--- src/rtl/regfile_gen2.sv ---
// regfile_gen2: 2**D x W register file with NR combinational read ports,
// one write port, a two-phase RegSet load FSM, shift-pair mode, a bit-masked
// protected register, optional write-to-read bypass and NF sticky flags.

// One read port: returns the addressed register, or the in-flight write data
// when bypass is enabled and the addresses match.
module regfile_gen2_rdport #(
   parameter int W      = 8,
   parameter int D      = 4,
   parameter int DEPTH  = 16,
   parameter bit BYPASS = 1'b0
) (
   input  logic [DEPTH-1:0][W-1:0] regs,
   input  logic [D-1:0]            addr,
   input  logic                    we,
   input  logic [D-1:0]            waddr,
   input  logic [W-1:0]            wdata,
   output logic [W-1:0]            rdata
);

   // Forward only while a write is actually happening to the same register.
   always_comb begin
      rdata = regs[addr];
      if (BYPASS && we && (addr == waddr))
         rdata = wdata;
   end

endmodule

module regfile_gen2 #(
   parameter int           W         = 8,
   parameter int           D         = 4,
   parameter int           NR        = 2,
   parameter int           NF        = 1,
   parameter int           PAIR_LO   = 6,
   parameter int           PAIR_HI   = 7,
   parameter int           PROT_ADDR = 7,
   parameter logic [W-1:0] PROT_MASK = {1'b0, {W-1{1'b1}}},
   parameter bit           BYPASS    = 1'b0
) (
   input  logic            Clk,
   input  logic            Reset_n,
   input  logic            Start,
   input  logic            RegSet,
   input  logic            WriteEn,
   input  logic            Shift,
   input  logic [NF-1:0]   FlagSet,
   input  logic [NF-1:0]   FlagClr,
   input  logic [NR*D-1:0] Raddr,
   input  logic [D-1:0]    Waddr,
   input  logic [W-1:0]    DataIn,
   output logic            IsLoadingReg,
   output logic [NF-1:0]   Flags,
   output logic [NR*W-1:0] DataOut
);

   localparam int           DEPTH  = 2 ** D;
   localparam logic [D-1:0] PLO    = D'(PAIR_LO);
   localparam logic [D-1:0] PHI    = D'(PAIR_HI);
   localparam logic [D-1:0] PROT_A = D'(PROT_ADDR);

   typedef enum logic {IDLE = 1'b0, ARMED = 1'b1} state_t;

   state_t                   state, next_state;
   logic [D-1:0]             load_reg;
   logic [DEPTH-1:0][W-1:0]  regs;

   logic                     armed;
   logic                     we;
   logic [D-1:0]             waddr;
   logic [W-1:0]             wdata;

   // Next-state: RegSet (re)arms, otherwise an armed cycle always returns to IDLE.
   always_comb begin
      next_state   = state;
      armed        = (state == ARMED);
      IsLoadingReg = armed;
      if (RegSet)
         next_state = ARMED;
      else if (armed)
         next_state = IDLE;
   end

   // State register; Start behaves like a synchronous reset.
   always_ff @(posedge Clk or negedge Reset_n) begin
      if (!Reset_n)
         state <= IDLE;
      else if (Start)
         state <= IDLE;
      else
         state <= next_state;
   end

   // Load target: shift mode always loads the pair's high register.
   always_ff @(posedge Clk or negedge Reset_n) begin
      if (!Reset_n)
         load_reg <= '0;
      else if (Start)
         load_reg <= '0;
      else if (RegSet)
         load_reg <= Shift ? PHI : Raddr[D +: D];
   end

   // Write address priority: shift pair, pending load, then the normal port.
   // The protected register only takes the mask bits; the rest keep their value.
   always_comb begin
      we    = armed | WriteEn;
      waddr = Shift ? PHI : (armed ? load_reg : Waddr);
      wdata = DataIn;
      if (waddr == PROT_A)
         wdata = (regs[PROT_A] & ~PROT_MASK) | (DataIn & PROT_MASK);
   end

   // Register array update.
   always_ff @(posedge Clk or negedge Reset_n) begin
      if (!Reset_n)
         regs <= '0;
      else if (Start)
         regs <= '0;
      else if (we)
         regs[waddr] <= wdata;
   end

   // Sticky flags: set beats clear beats load-completion clear.
   always_ff @(posedge Clk or negedge Reset_n) begin
      if (!Reset_n)
         Flags <= '0;
      else if (Start)
         Flags <= '0;
      else begin
         for (int f = 0; f < NF; f++) begin
            if (FlagSet[f])
               Flags[f] <= 1'b1;
            else if (FlagClr[f])
               Flags[f] <= 1'b0;
            else if (armed)
               Flags[f] <= 1'b0;
         end
      end
   end

   // Read ports; in shift mode ports 0/1 present the low/high pair.
   for (genvar i = 0; i < NR; i++) begin : g_rd
      logic [D-1:0] ra;
      assign ra = (Shift && i == 0) ? PLO :
                  (Shift && i == 1) ? PHI : Raddr[i*D +: D];

      regfile_gen2_rdport #(
         .W      (W),
         .D      (D),
         .DEPTH  (DEPTH),
         .BYPASS (BYPASS)
      ) u_rd (
         .regs  (regs),
         .addr  (ra),
         .we    (we),
         .waddr (waddr),
         .wdata (wdata),
         .rdata (DataOut[i*W +: W])
      );
   end

endmodule

--- config.mk ---
export PLATFORM = sky130hd
export DESIGN_NAME = regfile_gen2
export DESIGN_NICKNAME = d
export VERILOG_FILES = /design/src/rtl/regfile_gen2.sv
export SDC_FILE = /design/constraint.sdc
export NUM_CORES = 1
export LEC_CHECK = 0
export ABC_AREA = 1
export CAP_MARGIN = 20
export CORE_AREA = 2 2 122 213
export CTS_CLUSTER_SIZE = 25
export DETAILED_ROUTE_END_ITERATION = 7
export DIE_AREA = 0 0 124 215
export HOLD_SLACK_MARGIN = 0.05
export PLACE_DENSITY = 0.58
export SLEW_MARGIN = 20
export SYNTH_ARGS = -nofsm -noshare
export SYNTH_HDL_FRONTEND = slang
export SYNTH_HIERARCHICAL = 1
export SYNTH_SLANG_ARGS = --single-unit
--- constraint.sdc ---
create_clock -name Clk -period 4.3 [get_ports Clk]
set_input_delay 0.645 -clock Clk [delete_from_list [all_inputs] [get_ports Clk]]
set_output_delay 0.645 -clock Clk [all_outputs]
set_load 0.03 [all_outputs]
# Word-level counts from Yosys, hierarchy flattened
# Index checks and enable logic that the tools add are counted.
# totals
romBits	0
ramBits	0
word_cells	52
reg_bits	134
latchBits	0
memories	0
# op_classes
mux	22
addsub	0
order_cmp	4
n_bitwise	2
n_eq_ne	1
n_mul	0
n_div	0
n_reduce_logical	4
shift	0
# ops
cell	n
$mux 128	2
$bwmux 128	1
$bmux 8 s4	2
$demux 8 s4	1
$mux 8	4
$mux 4	6
$lt 4x5->1 const B	3
$or 8x7->8	1
$mux 1	6
$eq 4x3->1 const B	1
$ge 4x1->1 const B	1
$reduce_bool 2->1	2
$reduce_bool 4->1	1
$logic_and 1x1->1	1
$or 1x1->1	1

# Longest topological paths before layout
# Gate-level depths: netlist of run 1.
# logic_depth
word_depth	9
ltp_mapped	11
mapped_depth_nobuf	10

# By module
# The synthesis of run 1 kept the hierarchy.
# by_module_without_submodules
mod	cells_each	seq_area_each_um2	n_inst	area_per_inst_um2
regfile_gen2	593	3353.2	1	5993.2
regfile_gen2_rdport	388	0.0	2	1656.6

# Worst setup path before layout of run 1
# OpenSTA, ideal clock, no wires.
# synth_timing
kind	input to output
startpoint	in Shift
endpoint	out DataOut[0]
arrival_ns	1.875
path_slack_ns	1.780
path_stages	9
required_ns	3.655
path_cell_list	buf_6 or2_2 buf_2 inv_2 buf_2 nand3_1 nand3_1 nand3_1 nand2_1
# synth_between
elab_chain_len	3
# synth_rtl
item	line	rtl
start, declared	46	input logic Shift,
$mux 4	145	assign ra = (Shift && i == 0) ? PLO :
net g_rd[0].ra[1]	144	logic [D-1:0] ra;
$bmux 8 s4	23	rdata = regs[addr];
$mux 8 (not written as such)	23	
end, declared	54	output logic [NR*W-1:0] DataOut
# The timed path passes the listed nets, and every way through them passes these cells. The select of a mux whose other input is x is not followed.

# Final worst setup path of run 1
# layout_timing
startpoint	in Shift
endpoint	out DataOut[13]
# layout_between
elab_chain_len	3
# layout_rtl
item	line	rtl
$mux 4	146	(Shift && i == 1) ? PHI : Raddr[i*D +: D];
net g_rd[1].ra[3]	144	
$bmux 8 s4	23	
$mux 8 (not written as such)	23	
# The timed path passes the listed nets, and every way through them passes these cells. The select of a mux whose other input is x is not followed.

==> results of run 1 <==
[cell type report]
type                    instances  area (sq um)  share of cell area [%]
multi-input cells             899          4430                    42.7
flip-flops and latches        134          3350                    32.3
inverters                     248           946                    9.12
repair buffers                 65           594                    5.73
clock buffers                  21           460                    4.44
well taps                     316           395                    3.81
clock inverters                11           198                    1.91
[path summary, 6_finish.rpt]
check,end,slack [ns],cells after the start,start
max,DataOut[13],0.58,9,Shift
min,regs[113],0.27,1,Reset_n
max reg2reg,regs[115],2.24,8,IsLoadingReg
min reg2reg,load_reg[3],0.53,2,load_reg[3]
max in group asynchronous,regs[9],3.11,2,Reset_n
min in group Clk,load_reg[3],0.53,2,load_reg[3]
[stage by stage]
step | setup slack (ns) | instances | area (sq um) | power, W
final | 0.577 | 1694 | 10400 | 0.00356
after global routing | 0.404 | 1694 | 10400 | 0.00370
after CTS | 0.584 | 1694 | 10400 | 0.00359
after detailed placement | 0.585 | 1662 | 9720 | 0.00193
after global placement | 0.608 | 1662 | 9710 | 0.00193
after floorplan | 1.78 | 1368 | 9300 | 0.00172
[critical path: stages]
cell and delay [ns]:
clkdlybuf4s50_1 0.57, buf_4 0.21, inv_8 0.07, nand2_1 0.09, inv_1 0.21, inv_1 0.34, nand3_1 0.16, nand2_1 0.12
clkdlybuf4s50_1 0.67
[power breakdown]
part / switching, W / internal [W] / total (W)
logic: 0.000418 / 0.000172 / 0.000589
registers: 0.0000336 / 0.00129 / 0.00132
clock network: 0.000586 / 0.00106 / 0.00165
[routing by layer]
layer	vias to the layer above	routed length [microns]
li1	4282	-
met1	4191	12500
met2	313	16000
met3	88	1420
met4	0	1790
met5	-	0
==> impl_results.md, run 1 <==
- Commonest non-fill, non-tap cell in the layout: nand2_1
- Achievable Freq: ~270 MHz
- GRT busiest layer: met2
- Die footprint: around 0.027 sq mm
- Post-layout min period: about 3.7 ns
- Layout fillers: 2648
- CTS resizes: 0
- CP endpoint kind: output port
- Starting Density: 37.1%
- Hold slack: approximately 0.27 ns
- Crit Path Category: input pin to output port
- Die height: around 220 microns
- Core outline area: approximately 0.025 sq mm
- Final net count: ~1400
- Worst slew pin tran: around 1.1 ns
- Area delta synth->final: 11.5%
- Routed via count: roughly 8900
- Root Buffer: clkbuf_16
- Layout cells sized above 1: between 10% and 20%
- Routed len/inst: about 19 microns
- Hold buffers post-CTS: 0
- Total track usage: 25.0%
- ANT cells: 0
- Yosys warns: 6
- Post-Synthesis Cell Area: 0.00930 sq mm
- Max_cap viols: 0
- Met1 Usage GRT: between 30% and 40%
- Commonest cells after routing, fill and taps aside: nand2_1, nand3_1, inv_1
- Final Util: 41.4%
- HPWL Detailed: roughly 22000 microns
- Max rail drop VDD: between 0.2 and 0.3 mV
- Via density: 5.24
- WL final: roughly 32000 microns
- Initial antenna violation count: 0
- Post-CTS Setup Inserts: 0
- Worst clock skew: between 0.01 and 0.015 ns
- Port bufs: 45
- Pwr dens: roughly 340 mW/mm^2
- First-pass GRT wire length: ~50000 microns
- RD Place Congestion: 0.900
- Post-route setup TNS: 0 ns
- Cell row count: 77
- Vias in the first global route: roughly 8600
- Die Wd: around 120 microns
- Final ANT Viol Nets: 0
- Worst setup SP type: input pin
- Num CTS Buffers: 17
- Slew HR: between 20 and 30%
- RSZ-0062 raised after global routing: no
- Class of the worst hold path: input pin to asynchronous set/reset pin
- Crit-path max FO: 10
- DR pass1 iterations: 5
- Max reg flops: between 100 and 150
- H-tree levels: 4
- Met3 GRT Util: under 10%
- Setup Viol. Count Final: 0
- Later-pin clock latency in the skew report: around 0.45 ns
- Pin count of the biggest net entering global routing: between 90 and 100
- Final Cycle Share: a little under 90%
- I/O pin count: 46
- Status: completed
- Num Clock Sinks: around 130
- Pins Over Slew Limit: 0
- Final Hold Violating Endpoints: 0
- Clock transition at path regs: ~0.06 ns
- Required @ worst endpoint: 3.65 ns
- Drt first-iter violations: 680
- Syn avg cell area: 6.80 sq um
- DRC violations left: 0
- TritonCTS clock tree: done
- Max Root-Sink Buffers: 2
- Met2 Track Usage GR: roughly two fifths
- Total grt overflow: 0
- Worst Path Arrival: just over 3 ns
- Static leakage: about 4.8 nW
- Post-Syn Nets: between 1000 and 1500
- Post-Syn Instances: between 1000 and 1500
(Power assumes the default switching activity.)
==> inputs of run 2 (changes only) <==
- CORE_AREA: 2 2 122 213 -> 4 4 124 215
- DIE_AREA: 0 0 124 215 -> 0 0 128 219
- SKIP_CTS_REPAIR_TIMING: default -> 1
- clock period: 4.3 -> 3.7 ns (I/O delays scaled with it)
==> run 2 against run 1 <==
  * Worst setup slack got worse by 0.43 ns
  * Total power increased by 12%
  * Global-route usage decreased by 1.9 points
  * Core utilization increased by 0.27 points
  * Via count increased by 0.35%
  * Clock skew increased by 0.00076 ns
  * Final area increased by 0.65%
  * Clock-buffer cell count decreased by 2
  * Sequential power increased by 16%
  * Sequential cell count unchanged
  * Critical path depth increased by 1
  * Largest cell class unchanged
==> impl_results.md, run 2 (same netlist as run 1, synthesis figures left out) <==
- Status: completed (unchanged)
- Initial antenna violation count: 0 (unchanged)
- Crit path buffers/inverters: 4 (was 6)
- Slew HR: 30.0% (was 28.1%)
- Final Cycle Share: 96.1%
- First-pass GRT wire length: 49000 microns (was 49700 microns)
- Drt first-iter violations: 791 (was 680)
- Max reg flops: 128 (unchanged)
- Num CTS Buffers: 17 (unchanged)
- Max Root-Sink Buffers: 2 (unchanged)
- Crit Path Category: input pin to output port (unchanged)
- Final Hold Violating Endpoints: 0 (unchanged)
- Die footprint: 0.0280 sq mm (was 0.0267 sq mm)
- Fin cells: 1705 (was 1694)
- Pin count of the biggest net entering global routing: 79 (was 92)
- Area delta synth->final: 12.2% (was 11.5%)
- Core outline area: 0.0250 sq mm (unchanged)
- Total track usage: 23.1% (was 25.0%)
- Routed len/inst: 18.5 microns (was 18.7 microns)
- RD Place Congestion: 0.888 (was 0.900)
- DP Cell Count: 1673 (was 1662)
- Routed via count: 8905 (was 8874)
- Die height: 219 microns (was 215 microns)
- I/O pin count: 46 (unchanged)
- DRC violations left: 0 (unchanged)
- Required @ worst endpoint: 3.14 ns (was 3.65 ns)
- Vias in the first global route: 8558 (was 8590)
- Crit path top cell by count: nand3_1
- Pwr dens: 383 mW/mm^2 (was 343 mW/mm^2)
- R2r setup slk: 1.67 ns (was 2.24 ns)
- Starting Density: 37.1% (unchanged)
- Crit-path max FO: 28 (was 10)
- Port bufs: 45 (unchanged)
- Total grt overflow: 0 (unchanged)
- Later-pin clock latency in the skew report: 0.45 ns (about the same)
- Crit-path cells: clkdlybuf4s50_1 > nor2_1 > inv_2 > clkinv_2 > nand2_1 > nand3_1 > nand3_1 > nand3_1 > nand2_1 > clkdlybuf4s50_1 (was clkdlybuf4s50_1 > buf_4 > inv_8 > nand2_1 > inv_1 > inv_1 > nand3_1 > nand2_1 > clkdlybuf4s50_1)
- Max_cap viols: 0 (unchanged)
- Layout cells sized above 1: 12.7% (was 11.9%)
- Clock transition at path regs: 0.06 ns (about the same)
- Achievable Freq: between 200 and 300 MHz
- Final net count: 1404 (was 1393)
- Num Clock Sinks: 134 (unchanged)
- Worst setup SP type: input pin (unchanged)
- WL final: 31500 microns (was 31700 microns)
- Setup Viol. Count Final: 0 (unchanged)
- Worst clock skew: 0.0108 ns (was 0.0100 ns)
- DR pass1 iterations: 5 (unchanged)
- Final ANT Viol Nets: 0 (unchanged)
- CP endpoint kind: output port (unchanged)
- Root Buffer: clkbuf_16 (unchanged)
- Max rail drop VDD: 0.351 mV (was 0.261 mV)
- Via density: 5.22 (was 5.24)
- Worst slew pin tran: 1.05 ns (was 1.08 ns)
- H-tree levels: 4 (unchanged)
- TritonCTS clock tree: done (unchanged)
- Post-route setup TNS: 0 ns (unchanged)
- Cell row count: 77 (unchanged)
- Worst Path Arrival: 3.00 ns (was 3.08 ns)
- Cell family with the largest share of critical-path delay: buffers and inverters (unchanged)
- ANT cells: 0 (unchanged)
- Worst path max stage delay: 0.67 ns (about the same)
- Commonest non-fill, non-tap cell in the layout: nand2_1 (unchanged)
- Commonest cells after routing, fill and taps aside: nand2_1, nand3_1, inv_1 (unchanged)
- Pins Over Slew Limit: 0 (unchanged)
- HPWL Detailed: 21700 microns (was 21900 microns)
- Post-layout min period: approximately 3.6 ns
- Class of the worst hold path: input pin to asynchronous set/reset pin (unchanged)
- Die Wd: 128 microns (was 124 microns)
- Slowest CP cell: clkdlybuf4s50_1 (unchanged)
- Static leakage: 4.85 nW (was 4.80 nW)
- RSZ-0062 raised after global routing: no (unchanged)
[run 2: cell type report]
class | instances | area [sq um]
repair buffers | 76 | 722
inverters | 248 | 945
fillers | 2663 | 14600
multi-input cells | 899 | 4430
flip-flops and latches | 134 | 3350
clock buffers | 19 | 443
well taps | 316 | 395
clock inverters | 13 | 156
[run 2: metal layers]
layer | GRT usage, % | routed length, microns | up-vias
met5 | 0 | 0 | -
met4 | 11.5 | 1430 | 0
met3 | 3.68 | 1730 | 72
met2 | 40.7 | 16000 | 344
met1 | 26.7 | 12300 | 4194
li1 | - | - | 4295
[run 2: path summary, 6_finish.rpt]
path | startpoint | depth (start not counted) | to
worst max register to register | IsLoadingReg | 7 | regs[21]
worst min-delay path | Reset_n | 1 | regs[124]
worst min register to register | Flags | 2 | Flags
worst max-delay path | Shift | 10 | DataOut[13]
max in group asynchronous | Reset_n | 2 | regs[42]
min in group Clk | Flags | 2 | Flags
[run 2: power by group]
group,internal [W],switching (W),total (W),leakage [nW]
logic,0.000211,0.000496,0.000708,2.71
clock network,0.00107,0.000684,0.00175,0.281
registers,0.00150,0.0000340,0.00153,1.85
[run 2: per-stage QoR]
step	utilization [%]	area (sq um)	worst slack [ns]	total power [W]	hold slack, ns
floorplan	-	9300	1.36	0.00200	0.259
global placement	39.2	9830	0.214	0.00226	0.503
detailed placement	39.3	9840	0.176	0.00226	0.509
CTS	41.7	10400	0.173	0.00402	0.178
global route	41.7	10400	0.0408	0.00414	0.197
finish	41.7	10400	0.144	0.00400	0.140
